**config.mk**
```make
export PLATFORM = sky130hd
export DESIGN_NAME = clock_div_sequencer
export DESIGN_NICKNAME = d
export VERILOG_FILES = /design/src/rtl/clock_div_pkg.sv /design/src/rtl/clock_div_core.sv /design/src/rtl/clock_div_sequencer.sv
export SDC_FILE = /design/constraint.sdc
export NUM_CORES = 1
export LEC_CHECK = 0
export ABC_AREA = 1
export ABC_CLOCK_PERIOD_IN_PS = 2800
export CORE_UTILIZATION = 60
export DETAILED_ROUTE_END_ITERATION = 8
export PLACE_DENSITY = 0.78
export SLEW_MARGIN = 30
export SYNTH_ARGS = -nofsm -noshare
export SYNTH_HDL_FRONTEND = slang
export SYNTH_SLANG_ARGS = --single-unit
```
**constraint.sdc**
```tcl
create_clock -name clock_in -period 2.8 [get_ports clock_in]
set_input_delay 0.56 -clock clock_in [delete_from_list [all_inputs] [get_ports clock_in]]
set_output_delay 0.56 -clock clock_in [all_outputs]
set_load 0.01 [all_outputs]
```
**src/rtl/clock_div_pkg.sv**
```systemverilog
// clock_div_pkg: shared state encoding, default widths and divisor helper for the clock divider
package clock_div_pkg;
    typedef enum logic [1:0] {IDLE, RUN, STOP_PEND} state_e;
    localparam int CNT_W_DEF   = 26;
    localparam int DIV_MIN_DEF = 2;
    function automatic logic [31:0] half(input logic [31:0] div);
        return div >> 1;
    endfunction
endpackage

```
**src/rtl/clock_div_core.sv**
```systemverilog
// clock_div_core: period counter, wrap detect and registered clock_out compare
module clock_div_core
    import clock_div_pkg::*;
#(
    parameter int CNT_W = CNT_W_DEF
) (
    input  logic             clock_in,
    input  logic             reset_n,
    input  logic             run,
    input  logic [CNT_W-1:0] div_act,
    output logic             wrap,
    output logic             zero,
    output logic             clock_out
);
    logic [CNT_W-1:0] cnt_q, cnt_d;
    logic             clock_out_q, clock_out_d;
    logic [31:0]      half_div;
    assign half_div  = half(32'(div_act));
    assign wrap      = run && (cnt_q == div_act - CNT_W'(1));
    assign zero      = cnt_q == '0;
    assign clock_out = clock_out_q;
    always_comb begin
        cnt_d       = (run && !wrap) ? cnt_q + CNT_W'(1) : '0;
        clock_out_d = run && (32'(cnt_q) < half_div);
    end
    always_ff @(posedge clock_in or negedge reset_n) begin
        if (!reset_n) begin
            cnt_q       <= '0;
            clock_out_q <= 1'b0;
        end else begin
            cnt_q       <= cnt_d;
            clock_out_q <= clock_out_d;
        end
    end
endmodule

```
**src/rtl/clock_div_sequencer.sv**
```systemverilog
// clock_div_sequencer: run/stop FSM and divisor handshake around clock_div_core.
// Optional CLKDIV_PERIOD_CNT_EN adds a 16-bit wrap counter output period_cnt.
module clock_div_sequencer
    import clock_div_pkg::*;
#(
    parameter int CNT_W       = CNT_W_DEF,
    parameter int DIV_DEFAULT = 50000000,
    parameter int DIV_MIN     = DIV_MIN_DEF
) (
    input  logic             clock_in,
    input  logic             reset_n,
    input  logic             enable,
    input  logic             cfg_valid,
    input  logic [CNT_W-1:0] cfg_divisor,
    output logic             cfg_ready,
    output logic             cfg_err,
    output logic             clock_out,
    output logic             tick,
`ifdef CLKDIV_PERIOD_CNT_EN
    output logic [15:0]      period_cnt,
`endif
    output logic             busy
);
    state_e           state_q;
    logic [CNT_W-1:0] div_q, pend_q;
    logic             pend_valid_q, err_q;
    logic             run, wrap, zero, xfer, bad;
    assign run       = state_q != IDLE;
    assign cfg_ready = !pend_valid_q;
    assign xfer      = cfg_valid && cfg_ready;
    assign bad       = cfg_divisor < CNT_W'(DIV_MIN);
    assign cfg_err   = err_q;
    assign tick      = run && zero;
    assign busy      = run || pend_valid_q;
    clock_div_core #(.CNT_W(CNT_W)) u_core (
        .clock_in (clock_in),
        .reset_n  (reset_n),
        .run      (run),
        .div_act  (div_q),
        .wrap     (wrap),
        .zero     (zero),
        .clock_out(clock_out)
    );
    // A transfer while running only ever lands in pend; it is applied at the first wrap after it.
    always_ff @(posedge clock_in or negedge reset_n) begin
        if (!reset_n) begin
            state_q      <= IDLE;
            div_q        <= CNT_W'(DIV_DEFAULT);
            pend_q       <= '0;
            pend_valid_q <= 1'b0;
            err_q        <= 1'b0;
        end else begin
            err_q <= xfer && bad;
            if (xfer && !bad && !run)
                div_q <= cfg_divisor;
            else if (wrap && pend_valid_q)
                div_q <= pend_q;
            if (xfer && !bad && run) begin
                pend_q       <= cfg_divisor;
                pend_valid_q <= 1'b1;
            end else if (wrap) begin
                pend_valid_q <= 1'b0;
            end
            state_q <= (state_q == IDLE) ? (enable ? RUN : IDLE) :
                       (state_q == RUN)  ? (enable ? RUN : STOP_PEND) :
                       wrap              ? IDLE : (enable ? RUN : STOP_PEND);
        end
    end
`ifdef CLKDIV_PERIOD_CNT_EN
    logic [15:0] pcnt_q;
    assign period_cnt = pcnt_q;
    always_ff @(posedge clock_in or negedge reset_n) begin
        if (!reset_n)
            pcnt_q <= '0;
        else if (wrap)
            pcnt_q <= pcnt_q + 16'd1;
    end
`endif
endmodule

```
==> results of run 1 <==
[flip-flops by register name (all words and copies together) (netlist names)]
name	count
pend_valid_q	1
state_q	2
pend_q	26
div_q	26
cfg_err	1
u_core.cnt_q	26
u_core.clock_out	1
[metal layers]
metal | vias to the layer above | global-route usage [%]
met2 | 122 | 49.5
met3 | 32 | 5.46
met1 | 2399 | 39.5
met5 | - | 0
li1 | 2672 | -
met4 | 0 | 10.4
[worst max-delay path by stage]
stage | depth (start not counted) | slack, ps | start | endpoint
after floorplan | 16 | 590 | div_q[0] | div_q[10]
after global placement | 10 | 180 | cfg_divisor[22] | div_q[11]
after detailed placement | 11 | 130 | cfg_divisor[23] | div_q[8]
after CTS | 7 | 70 | u_core.cnt_q[0] | tick
after global routing | 17 | 30 | div_q[0] | div_q[1]
final | 16 | 250 | div_q[1] | div_q[10]
[through the flow]
stage | instance area (um2) | power (mW) | cells | setup WS [ps]
2_1_floorplan | 5650 | 1.38 | 807 | 594
3_3_place_gp | 6180 | 1.51 | 946 | 182
3_5_place_dp | 6180 | 1.52 | 946 | 131
4_1_cts | 6380 | 2.41 | 962 | 65.6
5_1_grt | 6430 | 2.49 | 964 | 27.5
6_report | 6430 | 2.40 | 964 | 247
[report_power, final]
part | internal [mW] | switching, mW
logic | 0.115 | 0.143
registers | 1.22 | 0.0229
clock network | 0.421 | 0.477
[cell usage after synthesis]
master and number:
sky130_fd_sc_hd__a21oi_1 11, sky130_fd_sc_hd__nor2_1 102, sky130_fd_sc_hd__nand2_1 234, sky130_fd_sc_hd__nor3_1 12, sky130_fd_sc_hd__nand2_2 6, sky130_fd_sc_hd__o21ai_1 3
sky130_fd_sc_hd__ha_1 27, sky130_fd_sc_hd__nor2_2 3, sky130_fd_sc_hd__buf_8 2, sky130_fd_sc_hd__nor2_4 5, sky130_fd_sc_hd__nor4_1 8, sky130_fd_sc_hd__nand4_1 21
sky130_fd_sc_hd__o21ai_0 66, sky130_fd_sc_hd__o211ai_1 2, sky130_fd_sc_hd__nand3b_1 3, sky130_fd_sc_hd__buf_1 2, sky130_fd_sc_hd__a211oi_1 1, sky130_fd_sc_hd__inv_1 101
sky130_fd_sc_hd__nand3_2 3, sky130_fd_sc_hd__a21boi_0 1, sky130_fd_sc_hd__clkbuf_1 11, sky130_fd_sc_hd__o2111ai_1 1, sky130_fd_sc_hd__xor2_1 19, sky130_fd_sc_hd__nor3b_1 6
sky130_fd_sc_hd__o21ai_2 1, sky130_fd_sc_hd__xnor2_1 11, sky130_fd_sc_hd__inv_2 2, sky130_fd_sc_hd__dfstp_2 12, sky130_fd_sc_hd__nand3_1 52, sky130_fd_sc_hd__nand3_4 1
sky130_fd_sc_hd__buf_2 4, sky130_fd_sc_hd__nor2_8 1, sky130_fd_sc_hd__dfrtp_1 71, sky130_fd_sc_hd__nand2_4 1, sky130_fd_sc_hd__o22ai_1 1
[layout make-up]
class	instances	area (um2)	share of cell area, %
multi-input cells	603	3120	48.5
repair buffers	48	495	7.71
well taps	111	139	2.16
flip-flops and latches	83	2090	32.6
clock buffers	10	128	1.99
inverters	103	387	6.01
clock inverters	6	71.3	1.11
[worst reg2reg max path: cells and delay by family (launching register included)]
family	cells	cell delay, ps
simple gates	12	1430
flops	1	420
buf+inv	3	350
fa+ha+maj	1	250
[kinds of logic after synthesis]
family / count (synthesis) / share of synthesized area, %
AO/OA/AOI/OAI: 87 / 8.03
XOR/XNOR: 30 / 4.65
adder cells (fa/ha/maj): 27 / 5.97
buffers and inverters: 122 / 8.59
flip-flops: 83 / 37.0
AND/OR/NAND/NOR: 458 / 35.8
[what timing repair did]
action	in CTS	in global routing
setup endpoints to repair	1	27
pin swaps	0	1
setup buffers	0	1
resized for setup	1	7
cloned	0	1
==> impl_metrics.toml, run 1 <==
[outcome]
status = "finished, final reports clean"

[floorplan]
die_x_um = 99.1
core_mm2 = 0.00920
row_count = 35
die-height_um = 99.1
floorplan.die_area_mm2 = 0.00982
num_io_pins = 35
floorplan.initialDensity_pct = 61.5

[clocking]
cts-buffers-inserted = 9
cts-root-to-sink-buffers = 2
cts.sinks = 83
clkTransAtPathRegs_ps = 90
tritoncts = "done"
clkLatencyLatePin_ps = 350
clock_tree_root_driver_cell = "sky130_fd_sc_hd__clkbuf_8"
htreeDepth = 3
postCtsHoldBufs = 0

[sta]
timing.final.crit_period_ps = 2550
grt_setup_unrepaired = "no"
worst_pin_slew_ps = 444
finalSetupViolCount = 0
min_period_over_period_pct = 91.2
timing.setup.tns_ps = 0
timing.final.max_slew_violations = 0
relSlewSlack_pct = 70.4
final-hold-violation-count = 0
max_freq_ghz = 0.392
whs_ps = 226
fin_skew_ps = 9.19

[run]
maxCapViolCount = 0

[worst_setup_path]
critical_path.cell_chain = "inv_1, ha_1, nand2_1, nor2_1, inv_1, nand3_1, nand2_1, nor2_1, nand3_1, nor2_1, nand3_2, nor2_4, nand3_4, buf_12, nand3_1, nand2_1"
register_to_register_setup_slack_ps = 250
critical_setup_path_kind = "reg -> reg"
critPathMaxStageDelay_ps = 420
crit_slowest_cell = "sky130_fd_sc_hd__dfrtp_1"
crit_path_start_kind = "flip-flop"
crit_required_ps = 3040
path_max_fanout = 26
worst_ep_arrival_time_ps = 2800
capture_point_of_the_worst_reg_to_reg_path = "div_q[10]"
critical_path.top_delay_family = "simple AND/OR/NAND/NOR gates"
worst-path-buf-inv = 3
timing.reg2reg.worst_path_depth = 16
worst_setup_path_end_kind = "flip-flop"
rr_startpoint = "div_q[1]"

[routing]
totalWireLength_mm = 13.7
dr.pass1.iters = 6
highest-signal-layer = "met4"
detail_route.drc_violations = 0
dr.first_iter.drc_count = 259
vias_cell = 5.42
post_dr_wirelength_cell_um = 14.2
dr_total_vias = 5225
m1WireLength_mm = 6.26
detailed_routed_wire_length_on_met3_um = 594
antenna_violating_nets_post_route = 0
detailroute.wirelength.met2_mm = 6.44

[place]
finalWeightedCongestion = 0.898
post-dp-hpwl_mm = 10.3
io_buffer_count = 34

[logic_synthesis]
netlist_area_mm2 = 0.00565
total_of_flip_flops_plus_latches_after_synthesis = 83
avgSynthCellArea_um2 = 7.01
synthesis.instances = 807
synth_unique_cells = 35
synth_largest_type_area_fraction_pct = 31.4
dominant_cells_by_area_after_synthesis = "sky130_fd_sc_hd__dfrtp_1 31%, sky130_fd_sc_hd__nand2_1 16%, sky130_fd_sc_hd__nor2_1 6.8%"
post-synth-top-area-cell = "sky130_fd_sc_hd__dfrtp_1"
synth.net_count = 864
yosys_warnings = 0
ys_seq_area_share_pct = 37.0

[final_layout]
n_fill_cell = 786
final_layout_size_suffix_gt1_share_pct = 8.21
final_net_count = 905
mostFrequentLayoutCells = "234 x sky130_fd_sc_hd__nand2_1, 102 x sky130_fd_sc_hd__nor2_1, 100 x sky130_fd_sc_hd__inv_1"
antenna_cells_inserted = 0
syn_to_final_growth_pct = 13.7
layout_commonest_cell = "sky130_fd_sc_hd__nand2_1"
post-route-util_pct = 69.9

[grt]
first_pass_grt_wire_length_mm = 23.2
grtUsageTotal_pct = 29.9
maximum_number_of_pins_on_one_net_before_global_route_repair = 84
initial_antenna_violation_count = 0
grt_pass1_vias = 5031
grt-ovfl-total = 0

[pwr]
p_per_area_mw_per_mm2 = 373
vdd_drop_max_uv = 272
cellLeakagePower_nw = 3.30

[hold_path]
min-delay-path-class = "in -> async"
Note: power is estimated with default switching activity, not from simulation.
==> inputs of run 2 (changes only) <==
- CTS_CLUSTER_DIAMETER: not set -> 120
- GPL_ROUTABILITY_DRIVEN: not set -> 0
==> impl_metrics.toml, run 2 (synthesis gave the netlist of run 1 again) <==
[place]
dpl.cell_count = 945
io_buffer_count = 34
post-dp-hpwl_mm = 10.1

[clocking]
cts_setup_buffers = 0
cts-buffers-inserted = 9
cts.sinks = 83
htreeDepth = 3
clkTransAtPathRegs_ps = 90
clkLatencyLatePin_ps = 360
cts-root-to-sink-buffers = 2
tritoncts = "done"
clock_tree_root_driver_cell = "sky130_fd_sc_hd__clkbuf_8"

[worst_setup_path]
worst_setup_path_startpoint = "div_q[0]"
path_max_fanout = 15
worst_setup_path_end_kind = "flip-flop"
crit_path_start_kind = "flip-flop"
critical_setup_path_kind = "reg -> reg"
rr_startpoint = "div_q[0]"
crit_required_ps = 3060
worst_ep_arrival_time_ps = 2830

[floorplan]
floorplan.die_area_mm2 = 0.00982
die_x_um = 99.1
row_count = 35
floorplan.initialDensity_pct = 61.5
num_io_pins = 35
core_mm2 = 0.00920
die-height_um = 99.1

[final_layout]
mostFrequentLayoutCells = "234 x sky130_fd_sc_hd__nand2_1, 102 x sky130_fd_sc_hd__nor2_1, 100 x sky130_fd_sc_hd__inv_1"
final_layout_size_suffix_gt1_share_pct = 7.65
n_fill_cell = 771
layout_commonest_cell = "sky130_fd_sc_hd__nand2_1"
post_route_non_filler_standard_cell_count = 961
top_regs = "div_q x26, pend_q x26, u_core.cnt_q x26"
syn_to_final_growth_pct = 12.3
final_net_count = 902
antenna_cells_inserted = 0

[grt]
grt_pass1_vias = 5032
grtUsageTotal_pct = 29.5
maximum_number_of_pins_on_one_net_before_global_route_repair = 84
first_pass_grt_wire_length_mm = 23.0
initial_antenna_violation_count = 0
grt-ovfl-total = 0

[routing]
detail_route.drc_violations = 0
dr_total_vias = 5295
totalWireLength_mm = 13.3
post_dr_wirelength_cell_um = 13.9
antenna_violating_nets_post_route = 0
dr.pass1.iters = 5
vias_cell = 5.51
dr.first_iter.drc_count = 335

[pwr]
cellLeakagePower_nw = 3.27
p_per_area_mw_per_mm2 = 362
vdd_drop_max_uv = 271

[sta]
timing.final.crit_period_ps = 2570
relSlewSlack_pct = 71.3
whs_ps = 211
grt_setup_unrepaired = "no"
fin_skew_ps = 7.86
final-hold-violation-count = 0
worst_pin_slew_ps = 431
max_freq_ghz = 0.388
finalSetupViolCount = 0
timing.final.max_slew_violations = 0
min_period_over_period_pct = 91.9

[hold_path]
min-delay-path-class = "in -> async"

[run]
maxCapViolCount = 0

[outcome]
status = "finished, final reports clean"
[run 2: area by class of cell]
class / count / area [um2] / area share (%)
multi-input cells: 602 / 3090 / 48.7
clock buffers: 11 / 141 / 2.23
well taps: 111 / 139 / 2.19
inverters: 103 / 387 / 6.09
repair buffers: 46 / 464 / 7.31
clock inverters: 5 / 36.3 / 0.571
flip-flops and latches: 83 / 2090 / 32.9
[run 2: worst max-delay path: stages (launching register included)]
cell and delay (ps):
sky130_fd_sc_hd__dfrtp_1 430, sky130_fd_sc_hd__inv_2 80, sky130_fd_sc_hd__ha_1 220, sky130_fd_sc_hd__nand3_2 160, sky130_fd_sc_hd__nor2_4 260, sky130_fd_sc_hd__nand2_2 100
sky130_fd_sc_hd__nor2_1 110, sky130_fd_sc_hd__nand3_1 80, sky130_fd_sc_hd__nand2_1 70, sky130_fd_sc_hd__nand2_1 40, sky130_fd_sc_hd__nor2_1 120, sky130_fd_sc_hd__nand3_2 160
sky130_fd_sc_hd__nor2_4 150, sky130_fd_sc_hd__nand3_4 130, sky130_fd_sc_hd__buf_4 220, sky130_fd_sc_hd__nand3_1 90, sky130_fd_sc_hd__nand2_1 60
[run 2: through the flow]
| stage | utilization, % | TNS (ps) | worst slack, ps | area (um2) | total power [mW] |
|---|---|---|---|---|---|
| 2_1_floorplan | - | 0 | 594 | 5650 | 1.38 |
| 3_3_place_gp | 67.0 | 0 | 35.3 | 6160 | 1.51 |
| 3_5_place_dp | 67.0 | -1410 | -88.3 | 6160 | 1.51 |
| 4_1_cts | 69.0 | 0 | 261 | 6340 | 2.32 |
| 5_1_grt | 69.0 | 0 | 3.86 | 6350 | 2.39 |
| 6_report | 69.0 | 0 | 226 | 6350 | 2.30 |
[run 2: path summary, 6_finish.rpt]
kind	end	depth (start not counted)	slack (ps)
min in group clock_in	pend_q[10]	2	490
min	u_core.cnt_q[3]	2	210
max reg2reg	div_q[4]	16	230
max in group asynchronous	div_q[23]	2	2220
min reg2reg	pend_q[10]	2	490
max	div_q[4]	16	230
[run 2: repair_timing]
action	in CTS	in global routing
hold buffers	0	0
endpoints found under the hold margin	0	0
setup endpoints to repair	1	4
resized for setup	2	1
[run 2: routing by layer]
layer	GRT usage [%]	routed length [um]	vias up
met5	0	0	-
met2	49.1	6330	155
li1	-	-	2655
met3	5.60	637	31
met4	12.8	381	0
met1	37.8	5960	2454
[run 2: power by group]
group	internal [mW]	switching [mW]	leakage [nW]	total (mW)
Combinational	0.110	0.141	2.07	0.251
Sequential	1.22	0.0208	1.10	1.24
Clock	0.350	0.456	0.0937	0.806
Total	1.68	0.618	3.27	2.30
